--- src/rtl/bp_be_stride_prefetcher_if.sv ---
// Discovery-event inputs and dcache prefetch handshake of the stride prefetcher.
// master = detector/dcache side, slave = prefetcher.
interface bp_be_stride_prefetcher_if #(
    parameter int unsigned vaddr_width_p    = 39,
    parameter int unsigned eff_addr_width_p = 39,
    parameter int unsigned stride_width_p   = 8
);
    logic                        start_discovery_i;
    logic                        confirm_discovery_i;
    logic [vaddr_width_p-1:0]    striding_pc_i;
    logic [eff_addr_width_p-1:0] eff_addr_i;
    logic [stride_width_p-1:0]   stride_i;
    logic                        pf_v_o;
    logic [eff_addr_width_p-1:0] pf_addr_o;
    logic                        pf_ready_i;

    modport master (
        output start_discovery_i, confirm_discovery_i, striding_pc_i, eff_addr_i, stride_i,
        output pf_ready_i,
        input  pf_v_o, pf_addr_o
    );

    modport slave (
        input  start_discovery_i, confirm_discovery_i, striding_pc_i, eff_addr_i, stride_i,
        input  pf_ready_i,
        output pf_v_o, pf_addr_o
    );
endinterface

--- src/rtl/bp_be_stride_prefetcher.sv ---
// Stride prefetcher: records confirmed streams in a small table and issues a bounded
// number of same-page prefetch addresses per confirmation over a valid/ready port.
module bp_be_stride_prefetcher #(
    parameter int unsigned vaddr_width_p       = 39,
    parameter int unsigned eff_addr_width_p    = 39,
    parameter int unsigned stride_width_p      = 8,
    parameter int unsigned streams_p           = 4,
    parameter int unsigned degree_p            = 2,
    parameter int unsigned page_offset_width_p = 12
) (
    input  logic                        clk_i,
    input  logic                        reset_n_i,
    bp_be_stride_prefetcher_if.slave    pf_if,
    output logic [$clog2(streams_p):0]  active_streams_o,
    output logic                        busy_o
);
    localparam int unsigned ptr_w_lp  = $clog2(streams_p);
    localparam int unsigned cnt_w_lp  = ptr_w_lp + 1;
    localparam int unsigned ext_w_lp  = eff_addr_width_p - stride_width_p;
    localparam int unsigned page_w_lp = eff_addr_width_p - page_offset_width_p;

    typedef logic [eff_addr_width_p-1:0] addr_t;
    typedef logic [ptr_w_lp-1:0]         ptr_t;
    typedef enum logic {e_idle, e_req} state_e;

    state_e                    state_q, state_d;
    logic [streams_p-1:0]      v_q, v_d;
    logic [vaddr_width_p-1:0]  pc_q        [streams_p];
    logic [vaddr_width_p-1:0]  pc_d        [streams_p];
    addr_t                     next_addr_q [streams_p];
    addr_t                     next_addr_d [streams_p];
    logic [stride_width_p-1:0] stride_q    [streams_p];
    logic [stride_width_p-1:0] stride_d    [streams_p];
    logic [2:0]                rem_q       [streams_p];
    logic [2:0]                rem_d       [streams_p];
    logic [page_w_lp-1:0]      page_q      [streams_p];
    logic [page_w_lp-1:0]      page_d      [streams_p];
    ptr_t                      victim_q, victim_d, last_q, last_d;
    addr_t                     pf_addr_q, pf_addr_d;
    logic                      skip_q, skip_d;

    logic  cfm_v, hit_v, free_v, pick_v, hs;
    ptr_t  hit_idx, free_idx, wr_idx, pick_idx, scan_idx;
    addr_t cfm_next, hs_next;
    logic  unused_train;

    // Training pulses carry no state in this block.
    assign unused_train = pf_if.start_discovery_i;

    function automatic addr_t sext(input logic [stride_width_p-1:0] s);
        return {{ext_w_lp{s[stride_width_p-1]}}, s};
    endfunction

    // Confirm target: matching pc, else lowest free entry, else round-robin victim.
    always_comb begin : target_sel
        cfm_v    = pf_if.confirm_discovery_i && (pf_if.stride_i != '0);
        hit_v    = 1'b0;
        hit_idx  = '0;
        free_v   = 1'b0;
        free_idx = '0;
        for (int unsigned i = 0; i < streams_p; i++) begin
            if (!hit_v && v_q[i] && (pc_q[i] == pf_if.striding_pc_i)) begin
                hit_v   = 1'b1;
                hit_idx = ptr_w_lp'(i);
            end
            if (!free_v && !v_q[i]) begin
                free_v   = 1'b1;
                free_idx = ptr_w_lp'(i);
            end
        end
        wr_idx = hit_v ? hit_idx : (free_v ? free_idx : victim_q);
    end

    // Round-robin scan for an entry with work left, starting after the last served one.
    always_comb begin : issue_pick
        pick_v   = 1'b0;
        pick_idx = '0;
        scan_idx = '0;
        for (int unsigned k = 1; k <= streams_p; k++) begin
            scan_idx = last_q + ptr_w_lp'(k);
            if (!pick_v && (rem_q[scan_idx] != 3'd0)) begin
                pick_v   = 1'b1;
                pick_idx = scan_idx;
            end
        end
    end

    // skip_q marks a served entry rewritten by a confirm; its handshake update is dropped.
    always_comb begin : fsm_next
        state_d   = state_q;
        pf_addr_d = pf_addr_q;
        last_d    = last_q;
        skip_d    = skip_q;
        hs        = 1'b0;
        case (state_q)
            e_idle: begin
                if (pick_v) begin
                    pf_addr_d = next_addr_q[pick_idx];
                    last_d    = pick_idx;
                    skip_d    = cfm_v && (wr_idx == pick_idx);
                    state_d   = e_req;
                end
            end
            e_req: begin
                if (pf_if.pf_ready_i) begin
                    hs      = 1'b1;
                    skip_d  = 1'b0;
                    state_d = e_idle;
                end else begin
                    skip_d = skip_q || (cfm_v && (wr_idx == last_q));
                end
            end
            default: state_d = e_idle;
        endcase
    end

    // Table update: handshake advance first, a confirm write to the same entry wins.
    always_comb begin : table_next
        v_d         = v_q;
        pc_d        = pc_q;
        next_addr_d = next_addr_q;
        stride_d    = stride_q;
        rem_d       = rem_q;
        page_d      = page_q;
        victim_d    = victim_q;
        hs_next     = next_addr_q[last_q] + sext(stride_q[last_q]);
        cfm_next    = pf_if.eff_addr_i + sext(pf_if.stride_i);
        if (hs && !skip_q) begin
            next_addr_d[last_q] = hs_next;
            rem_d[last_q] = ((hs_next[eff_addr_width_p-1:page_offset_width_p] != page_q[last_q])
                             || (rem_q[last_q] == 3'd0)) ? 3'd0 : rem_q[last_q] - 3'd1;
        end
        if (cfm_v) begin
            v_d[wr_idx]         = 1'b1;
            pc_d[wr_idx]        = pf_if.striding_pc_i;
            stride_d[wr_idx]    = pf_if.stride_i;
            next_addr_d[wr_idx] = cfm_next;
            page_d[wr_idx]      = pf_if.eff_addr_i[eff_addr_width_p-1:page_offset_width_p];
            rem_d[wr_idx] = (cfm_next[eff_addr_width_p-1:page_offset_width_p]
                             != pf_if.eff_addr_i[eff_addr_width_p-1:page_offset_width_p])
                            ? 3'd0 : 3'(degree_p);
            if (!hit_v && !free_v) begin
                victim_d = victim_q + ptr_w_lp'(1);
            end
        end
    end

    always_ff @(posedge clk_i or negedge reset_n_i) begin : regs
        if (!reset_n_i) begin
            state_q   <= e_idle;
            v_q       <= '0;
            victim_q  <= '0;
            last_q    <= '0;
            pf_addr_q <= '0;
            skip_q    <= 1'b0;
            for (int unsigned i = 0; i < streams_p; i++) begin
                pc_q[i]        <= '0;
                next_addr_q[i] <= '0;
                stride_q[i]    <= '0;
                rem_q[i]       <= '0;
                page_q[i]      <= '0;
            end
        end else begin
            state_q     <= state_d;
            v_q         <= v_d;
            victim_q    <= victim_d;
            last_q      <= last_d;
            pf_addr_q   <= pf_addr_d;
            skip_q      <= skip_d;
            pc_q        <= pc_d;
            next_addr_q <= next_addr_d;
            stride_q    <= stride_d;
            rem_q       <= rem_d;
            page_q      <= page_d;
        end
    end

    assign pf_if.pf_v_o    = (state_q == e_req);
    assign pf_if.pf_addr_o = pf_addr_q;

    always_comb begin : status
        active_streams_o = '0;
        for (int unsigned i = 0; i < streams_p; i++) begin
            if (rem_q[i] != 3'd0) begin
                active_streams_o = active_streams_o + cnt_w_lp'(1);
            end
        end
        busy_o = (state_q == e_req) || (active_streams_o != '0);
    end
endmodule

--- src/flat_wrapper.sv ---
// flat-port wrapper written by rule: the top's interface ports become plain ports
module bp_be_stride_prefetcher_flat 
#(
    parameter int unsigned vaddr_width_p       = 39,
    parameter int unsigned eff_addr_width_p    = 39,
    parameter int unsigned stride_width_p      = 8,
    parameter int unsigned streams_p           = 4,
    parameter int unsigned degree_p            = 2,
    parameter int unsigned page_offset_width_p = 12
)
  (clk_i, reset_n_i, active_streams_o, busy_o, pf_if_start_discovery_i, pf_if_confirm_discovery_i, pf_if_striding_pc_i, pf_if_eff_addr_i, pf_if_stride_i, pf_if_pf_ready_i, pf_if_pf_v_o, pf_if_pf_addr_o);
  bp_be_stride_prefetcher_if #(.vaddr_width_p(vaddr_width_p), .eff_addr_width_p(eff_addr_width_p), .stride_width_p(stride_width_p)) pf_if_i ();
  input  logic clk_i;
  input  logic reset_n_i;
  output logic [$clog2(streams_p):0] active_streams_o;
  output logic busy_o;
  input wire logic [$bits(pf_if_i.start_discovery_i)-1:0] pf_if_start_discovery_i;
  input wire logic [$bits(pf_if_i.confirm_discovery_i)-1:0] pf_if_confirm_discovery_i;
  input wire logic [$bits(pf_if_i.striding_pc_i)-1:0] pf_if_striding_pc_i;
  input wire logic [$bits(pf_if_i.eff_addr_i)-1:0] pf_if_eff_addr_i;
  input wire logic [$bits(pf_if_i.stride_i)-1:0] pf_if_stride_i;
  input wire logic [$bits(pf_if_i.pf_ready_i)-1:0] pf_if_pf_ready_i;
  output wire logic [$bits(pf_if_i.pf_v_o)-1:0] pf_if_pf_v_o;
  output wire logic [$bits(pf_if_i.pf_addr_o)-1:0] pf_if_pf_addr_o;
  assign pf_if_i.start_discovery_i = pf_if_start_discovery_i;
  assign pf_if_i.confirm_discovery_i = pf_if_confirm_discovery_i;
  assign pf_if_i.striding_pc_i = pf_if_striding_pc_i;
  assign pf_if_i.eff_addr_i = pf_if_eff_addr_i;
  assign pf_if_i.stride_i = pf_if_stride_i;
  assign pf_if_i.pf_ready_i = pf_if_pf_ready_i;
  assign pf_if_pf_v_o = pf_if_i.pf_v_o;
  assign pf_if_pf_addr_o = pf_if_i.pf_addr_o;
  bp_be_stride_prefetcher #(.vaddr_width_p(vaddr_width_p), .eff_addr_width_p(eff_addr_width_p), .stride_width_p(stride_width_p), .streams_p(streams_p), .degree_p(degree_p), .page_offset_width_p(page_offset_width_p)) u_core (.clk_i(clk_i), .reset_n_i(reset_n_i), .pf_if(pf_if_i), .active_streams_o(active_streams_o), .busy_o(busy_o));
endmodule
--- config.mk ---
export PLATFORM = sky130hd
export DESIGN_NAME = bp_be_stride_prefetcher_flat
export DESIGN_NICKNAME = d
export VERILOG_FILES = /design/src/rtl/bp_be_stride_prefetcher_if.sv /design/src/rtl/bp_be_stride_prefetcher.sv /design/src/flat_wrapper.sv
export SDC_FILE = /design/constraint.sdc
export NUM_CORES = 1
export LEC_CHECK = 0
export BUFFER_PORTS_ARGS = -buffer_cell sky130_fd_sc_hd__buf_2
export CAP_MARGIN = 0
export CORE_ASPECT_RATIO = 0.5
export CORE_MARGIN = 5
export CORE_UTILIZATION = 55
export CTS_BUF_LIST = sky130_fd_sc_hd__clkbuf_16
export CTS_CLUSTER_SIZE = 25
export DETAILED_ROUTE_END_ITERATION = 8
export GPL_ROUTABILITY_DRIVEN = 0
export PLACE_DENSITY = 0.72
export SETUP_SLACK_MARGIN = 0.02
export SYNTH_ARGS = -nofsm -noshare
export SYNTH_HDL_FRONTEND = slang
export SYNTH_SLANG_ARGS = --single-unit
--- constraint.sdc ---
create_clock -name clk_i -period 7.7 [get_ports clk_i]
set_input_delay 1.155 -clock clk_i [delete_from_list [all_inputs] [get_ports clk_i]]
set_output_delay 1.155 -clock clk_i [all_outputs]
set_load 0.05 [all_outputs]
==> results of run 1 <==
[how the worst min path moves through the flow]
stage / from / to / slack (ps) / cells past startpoint
6_report: u_core.pf_if.pf_addr_o[27] / u_core.pf_if.pf_addr_o[27] / 470 / 2
5_1_grt: u_core.pf_if.pf_addr_o[0] / u_core.pf_if.pf_addr_o[0] / 490 / 2
4_1_cts: u_core.pf_if.pf_addr_o[31] / u_core.pf_if.pf_addr_o[31] / 480 / 2
3_5_place_dp: u_core.victim_q[1] / u_core.victim_q[1] / 460 / 1
3_3_place_gp: u_core.pf_if.pf_addr_o[8] / u_core.pf_if.pf_addr_o[8] / 460 / 2
2_1_floorplan: u_core.stride_q[9] / u_core.stride_q[9] / 440 / 2
[per-layer routing]
metal | vias up | GRT usage (%)
li1 | 11510 | -
met1 | 12180 | 39.13
met2 | 1038 | 42.14
met3 | 152 | 5.619
met4 | 0 | 6.465
met5 | - | 0
[metrics by stage]
step           hold WS [ps]  std cells  setup slack, ps  util (%)  instance area (um2)
4_1_cts               478.8       4008             1744     59.82                34290
6_report              470.8       4010             1628     59.83                34300
2_1_floorplan         444.6       3237             1164         -                31820
3_3_place_gp          456.0       3922             1846     57.15                32760
5_1_grt               492.5       4010             1343     59.83                34300
3_5_place_dp          463.1       3922             1767     57.15                32760
[registers in the layout, summed over array words and instances, names as in the netlist, 2 cells and up]
| signal | count |
|---|---|
| u_core.page_q | 108 |
| u_core.v_q | 4 |
| u_core.last_q | 2 |
| u_core.next_addr_q | 156 |
| u_core.rem_q | 12 |
| u_core.pf_if.pf_addr_o | 39 |
| u_core.victim_q | 2 |
| u_core.stride_q | 32 |
| u_core.pc_q | 156 |
[cells in the final DEF, fill, tap and decap left out, types with 23 or more instances in the layout]
cell	instances
nand2_1	347
mux2i_1	24
nor2_1	312
mux2_2	301
a21o_1	26
a211oi_1	54
xor2_1	175
clkbuf_16	48
dfrtp_1	511
inv_1	34
buf_2	132
o21ai_0	255
a21oi_1	228
mux4_2	75
nor3_1	23
ha_1	85
nor4_1	48
nand3_1	66
nand4_1	42
xnor2_1	103
[power groups by stage]
stage / Sequential, uW / Clock (uW) / Combinational, uW
after floorplan: 4510 / 0 / 5790
final: 4710 / 2400 / 7600
after CTS: 4690 / 2440 / 7480
after global routing: 4840 / 2550 / 8260
after detailed placement: 4730 / 0 / 7430
after global placement: 4640 / 0 / 7270
[logic make-up (layout without fill, tap and decap cells)]
logic type                 Yosys count  in the layout  synth area share [%]
buffers and inverters              268            271                 3.515
other                                0              2                     0
and+or+nand+nor                    953            953                 13.43
muxes                              403            403                 16.95
adders and majority gates           87             87                 3.468
xor gates and xnor gates           293            293                 8.689
DFF                                513            513                 40.34
AOI/OAI and AO/OA                  720            720                 13.60
[final cells by class]
class / instances / area (um2) / area share (%)
diodes: 2 / 5.005 / 0.01459
clock buffers: 48 / 1201 / 3.502
clock inverters: 38 / 329.1 / 0.9594
inverters: 28 / 105.1 / 0.3064
multi-input cells: 2456 / 17920 / 52.25
flip-flops and latches: 513 / 12840 / 37.45
well taps: 768 / 960.9 / 2.802
repair buffers: 157 / 930.9 / 2.714
[worst reg2reg max path: stages, from the launching register on]
cell and delay, ps:
dfrtp_4 1080, mux4_2 960, ha_1 580, a21oi_1 300, o21a_1 220, o21ai_0 160, o21ai_1 240, nand3b_1 230
a311oi_2 400, xnor3_1 430, a2111o_1 330, or3b_1 510, or3_1 410, a21oi_1 140
==> qor.yml, run 1 <==
yosysMostFrequentCell: "dfrtp_1"
syn_to_final_growth_pct: 7.777
leakage_uw: 0.01443
cts_tree: "done"
tns_ps: 0
ioPinCount: 135
maxSlewHeadroom_pct: 23.41
post-cts-setup-buffers: 0
avgSynthCellArea_um2: 9.831
cp_common_cell: "a21oi_1"
cp_num_cells: 13
hp-class: "reg2reg"
cts_buffers: 48
via_count: 24890
clk_latency_ps: 620
crit_chain: "mux4_2 > ha_1 > a21oi_1 > o21a_1 > o21ai_0 > o21ai_1 > nand3b_1 > a311oi_2 > xnor3_1 > a2111o_1 > or3b_1 > or3_1 > a21oi_1"
rows: 62
fin_crit_ps: 6072
h-tree-depth: 2
grt_pass1_wl_um: 136100
port_buffers: 133
max_stage_delay_ps: 1080
setup_viol: 0
cts_resized: 0
peakVddDrop_mv: 0.2285
fin_crit_sh_pct: 78.86
r2r_start: "u_core.last_q[1]"
yosysSeqAreaShare_pct: 40.34
drc: 0
grt.total_usage_pct: 27.05
hold_viol_final: 0
die-area_um2: 63060
grt-ovfl-total: 0
ys_ff_latch: 513
routed_wl_um: 86660
clk_pin_slew_ps: 70
start_kind: "flop"
start_util_pct: 55.51
p_sw_uw: 6248
synthFlopType: "dfrtp_1"
pwr-share-clk_pct: 16.3
highest_layer: "met4"
ys.warnings.count: 0
grt_max_degree: 159
ys_async_sr_fraction_pct: 100.0
dr_wl_met2_um: 39330
tightest_slew_ps: 1145
slowest_stage: "dfrtp_4"
crit_start: "u_core.last_q[1]"
drive_above_1_share_pct: 20.25
post_synth_num_cell_types: 96
clock_sinks: 513
clock_path_buffers: 3
status: "finished, final reports clean"
cp-endpoint: "u_core.rem_q[11]"
dr_wl_met3_um: 8135
detail-route-antenna-nets: 0
synth_area_um2: 31820
p_per_area_nw_per_um2: 429.0
worst_setup_path_end_kind: "flop"
dr.pass1.iters: 6
yosysTopAreaCell: "dfrtp_1"
synth_top_area_share_pct: 40.34
clock-root-buffer: "clkbuf_16"
swShare_pct: 42.47
wl_per_cell_um: 21.61
regToRegEndpoint: "u_core.rem_q[11]"
sequentialPowerShare_pct: 32.0
clock_skew_ps: 39.75
fp.dieH_um: 180.1
grt_antenna_before_repair: 2
crit_buf_inv: 0
synthCells: 3237
viasPerCell: 6.206
slew_viol_final: 0
criticalPathCategory: "reg2reg"
ff2ff_setup_slack_ps: 1630
synth-edff-count: 0
layout.nets: 3382
rsz0062_at_grt: "no"
max_cap_violations: 0
drt_iter0_drc: 2527
r2r_cells: 13
hold_buffers: 0
m1WireLength_um: 37390
synth_nets: 3415
core_region_area_um2: 57330
fmax_ghz: 0.1647
netlist_top_cells_count: "dfrtp_1, nand2_1, nor2_1"
required_ps: 8220
combPwrFrac_pct: 51.7
die_w_um: 350.2
cp_data_arrival_time_ps: 6590
crit_path_max_fanout: 56
p_int_uw: 8464
hpwl_um: 58550
grt_pass1_vias: 24110
power.total_uw: 14710
cp_top_family: "compound AO/OA/AOI/OAI gates"
fill_cells: 4783
synth_area_leaders: "dfrtp_1, mux2_2, mux4_2, xor2_1, nand2_1"
Power figures use the tool's default switching activity.
==> inputs of run 2 (changes only) <==
- ABC_AREA: unset -> 1
- clock period: 7.7 -> 6.3 ns (I/O delays scaled with it)
==> qor.yml, run 2 <==
synth_nets: 4747
synth_top_area_share_pct: 39.13
hpwl_um: 80510
max_stage_delay_ps: 670
stdcell_count: 5398
cts_buffers: 48
clock_sinks: 513
avgSynthCellArea_um2: 7.180
start_util_pct: 55.49
fp.dieH_um: 182.7
rsz0062_at_grt: "no"
clock_path_buffers: 3
ioPinCount: 135
netlist_top_cells_count: "nand2_1, o21ai_0, dfrtp_1"
diodes: 0
grt_antenna_before_repair: 1
grt_pass1_vias: 30350
dr.pass1.iters: 7
synthFlopType: "dfrtp_1"
yosysSeqAreaShare_pct: 39.13
grt.total_usage_pct: 34.14
clk_latency_ps: 620
criticalPathCategory: "reg2reg"
placedCellCount: 5311
viasPerCell: 6.065
clock_skew_ps: 28.45
cp_common_cell: "nand2_1"
wl_per_cell_um: 20.99
status: "finished, final reports clean"
cts_resized: 0
cts_tree: "done"
fmax_ghz: 0.1902
hold_viol_final: 0
grt_max_degree: 152
drive_above_1_share_pct: 8.185
crit_path_max_fanout: 54
slew_viol_final: 0
syn_to_final_growth_pct: 7.586
cp_data_arrival_time_ps: 5790
ys.warnings.count: 0
layout_common_cells: "nand2_1, o21ai_0, dfrtp_1, inv_1, nor2_1"
layout.nets: 4759
via_count: 32740
yosysTopAreaCell: "dfrtp_1"
largestRegisters: "u_core.next_addr_q x156, u_core.pc_q x156, u_core.page_q x108"
grt-ovfl-total: 0
start_kind: "flop"
ys_ff_latch: 513
port_buffers: 133
max_cap_violations: 0
die-area_um2: 64930
synth_area_um2: 32810
hold_buffers: 0
final_common_cell: "nand2_1"
drc: 0
fin_crit_ps: 5258
core_region_area_um2: 59120
worst_setup_path_end_kind: "flop"
synth_area_leaders: "dfrtp_1, nand2_1, o21ai_0, inv_1, nor2_1"
clk_pin_slew_ps: 70
post_synth_num_cell_types: 61
final_util_pct: 59.70
placed_area_um2: 33750
hp-class: "in2async"
h-tree-depth: 2
ys_async_sr_fraction_pct: 100.0
fin_crit_sh_pct: 83.46
slowest_stage: "dfrtp_4"
crit_chain: "inv_4 > buf_4 > o21ai_0 > o22ai_1 > ha_1 > nand2_1 > nor2_1 > inv_1 > nor3_1 > nand2_1 > nand2_1 > xor2_1 > xor2_1 > nor2_1 > nand2_1 > nor2_1 > nand2_1 > nor2_4 > nand3b_2 > a21oi_1"
clock-root-buffer: "clkbuf_16"
yosysMostFrequentCell: "nand2_1"
drt_iter0_drc: 3791
maxSlewHeadroom_pct: 14.35
setup_viol: 0
die_w_um: 355.4
routed_wl_um: 113300
rows: 63
detail-route-antenna-nets: 0
grt_pass1_wl_um: 173500
synth-edff-count: 0
final_area_um2: 35300
tightest_slew_ps: 1276
required_ps: 6830
tns_ps: 0
synthCells: 4569
post-cts-setup-buffers: 0
-- run 2: cell types whose count changed after synthesis, sizes merged, moves of 78 or more --
cell | before | now
o22ai | 4 | 110
mux4 | 78 | 0
o21ai | 268 | 734
mux2 | 301 | 0
clkbuf | 187 | 107
nand2 | 352 | 1293
xor2 | 176 | 39
o211ai | 14 | 100
a21oi | 231 | 149
nor2 | 312 | 431
inv | 28 | 460
-- run 2: kinds of logic (layout without fill, tap and decap cells) --
kind of cell | Yosys count | in the layout | share of synthesized area (%)
xor+xnor | 78 | 78 | 2.189
simple gates | 1974 | 1974 | 24.35
compound gates | 1226 | 1226 | 21.83
fa+ha+maj | 87 | 87 | 3.364
buf+inv | 680 | 729 | 8.802
flops | 513 | 513 | 39.13
mux | 11 | 11 | 0.3356
-- run 2: critical path, delay by kind of cell, from the launching register on --
| kind | cells | cell delay [ps] |
|---|---|---|
| compound gates | 3 | 590 |
| xor+xnor | 2 | 630 |
| fa+ha+maj | 1 | 270 |
| buf+inv | 3 | 1190 |
| flops | 1 | 670 |
| simple gates | 11 | 1780 |
-- run 2: worst paths after layout --
path                                    startpoint            endpoint  slack [ps]  cells past startpoint
worst max-delay path              u_core.last_q[0]     u_core.rem_q[8]        1040                     20
worst min-delay path                     reset_n_i    u_core.pc_q[116]         380                      1
worst max register to register    u_core.last_q[0]     u_core.rem_q[8]        1040                     20
worst min register to register  u_core.victim_q[1]  u_core.victim_q[1]         470                      1
max in group asynchronous                reset_n_i   u_core.page_q[54]        4380                      2
min in group clk_i              u_core.victim_q[1]  u_core.victim_q[1]         470                      1
-- run 2: cell type report --
type / count / area [um2]
Clock buffer: 48 / 1201
Clock inverter: 39 / 347.8
Fill cell: 5517 / 23820
Inverter: 465 / 1757
Multi-Input combinational cell: 3376 / 17120
Sequential cell: 513 / 12840
Tap cell: 780 / 975.9
Timing Repair Buffer: 177 / 1056
-- run 2: metrics by stage --
step | worst slack (ps) | hold slack [ps]
floorplan | 1981 | 440.5
global placement | 1308 | 455.3
detailed placement | 1285 | 457.9
CTS | 1245 | 424.6
global route | 731.8 | 452.2
finish | 1042 | 377.4
-- run 2: per-layer routing --
metal | wire length [um] | track usage (%) | up-vias | part of all wire [%]
met2 | 49210 | 52.27 | 1629 | 43
met4 | 4454 | 12.63 | 2 | 3.9
met3 | 13470 | 9.469 | 281 | 12
li1 | - | - | 15220 | -
met1 | 46130 | 46.61 | 15610 | 41
met5 | 13 | 0 | - | 0.011
Power of run 2 is left out: the tool's default activity adds up to more than one toggle a clock period on the data nets, which glitch-free logic cannot reach.
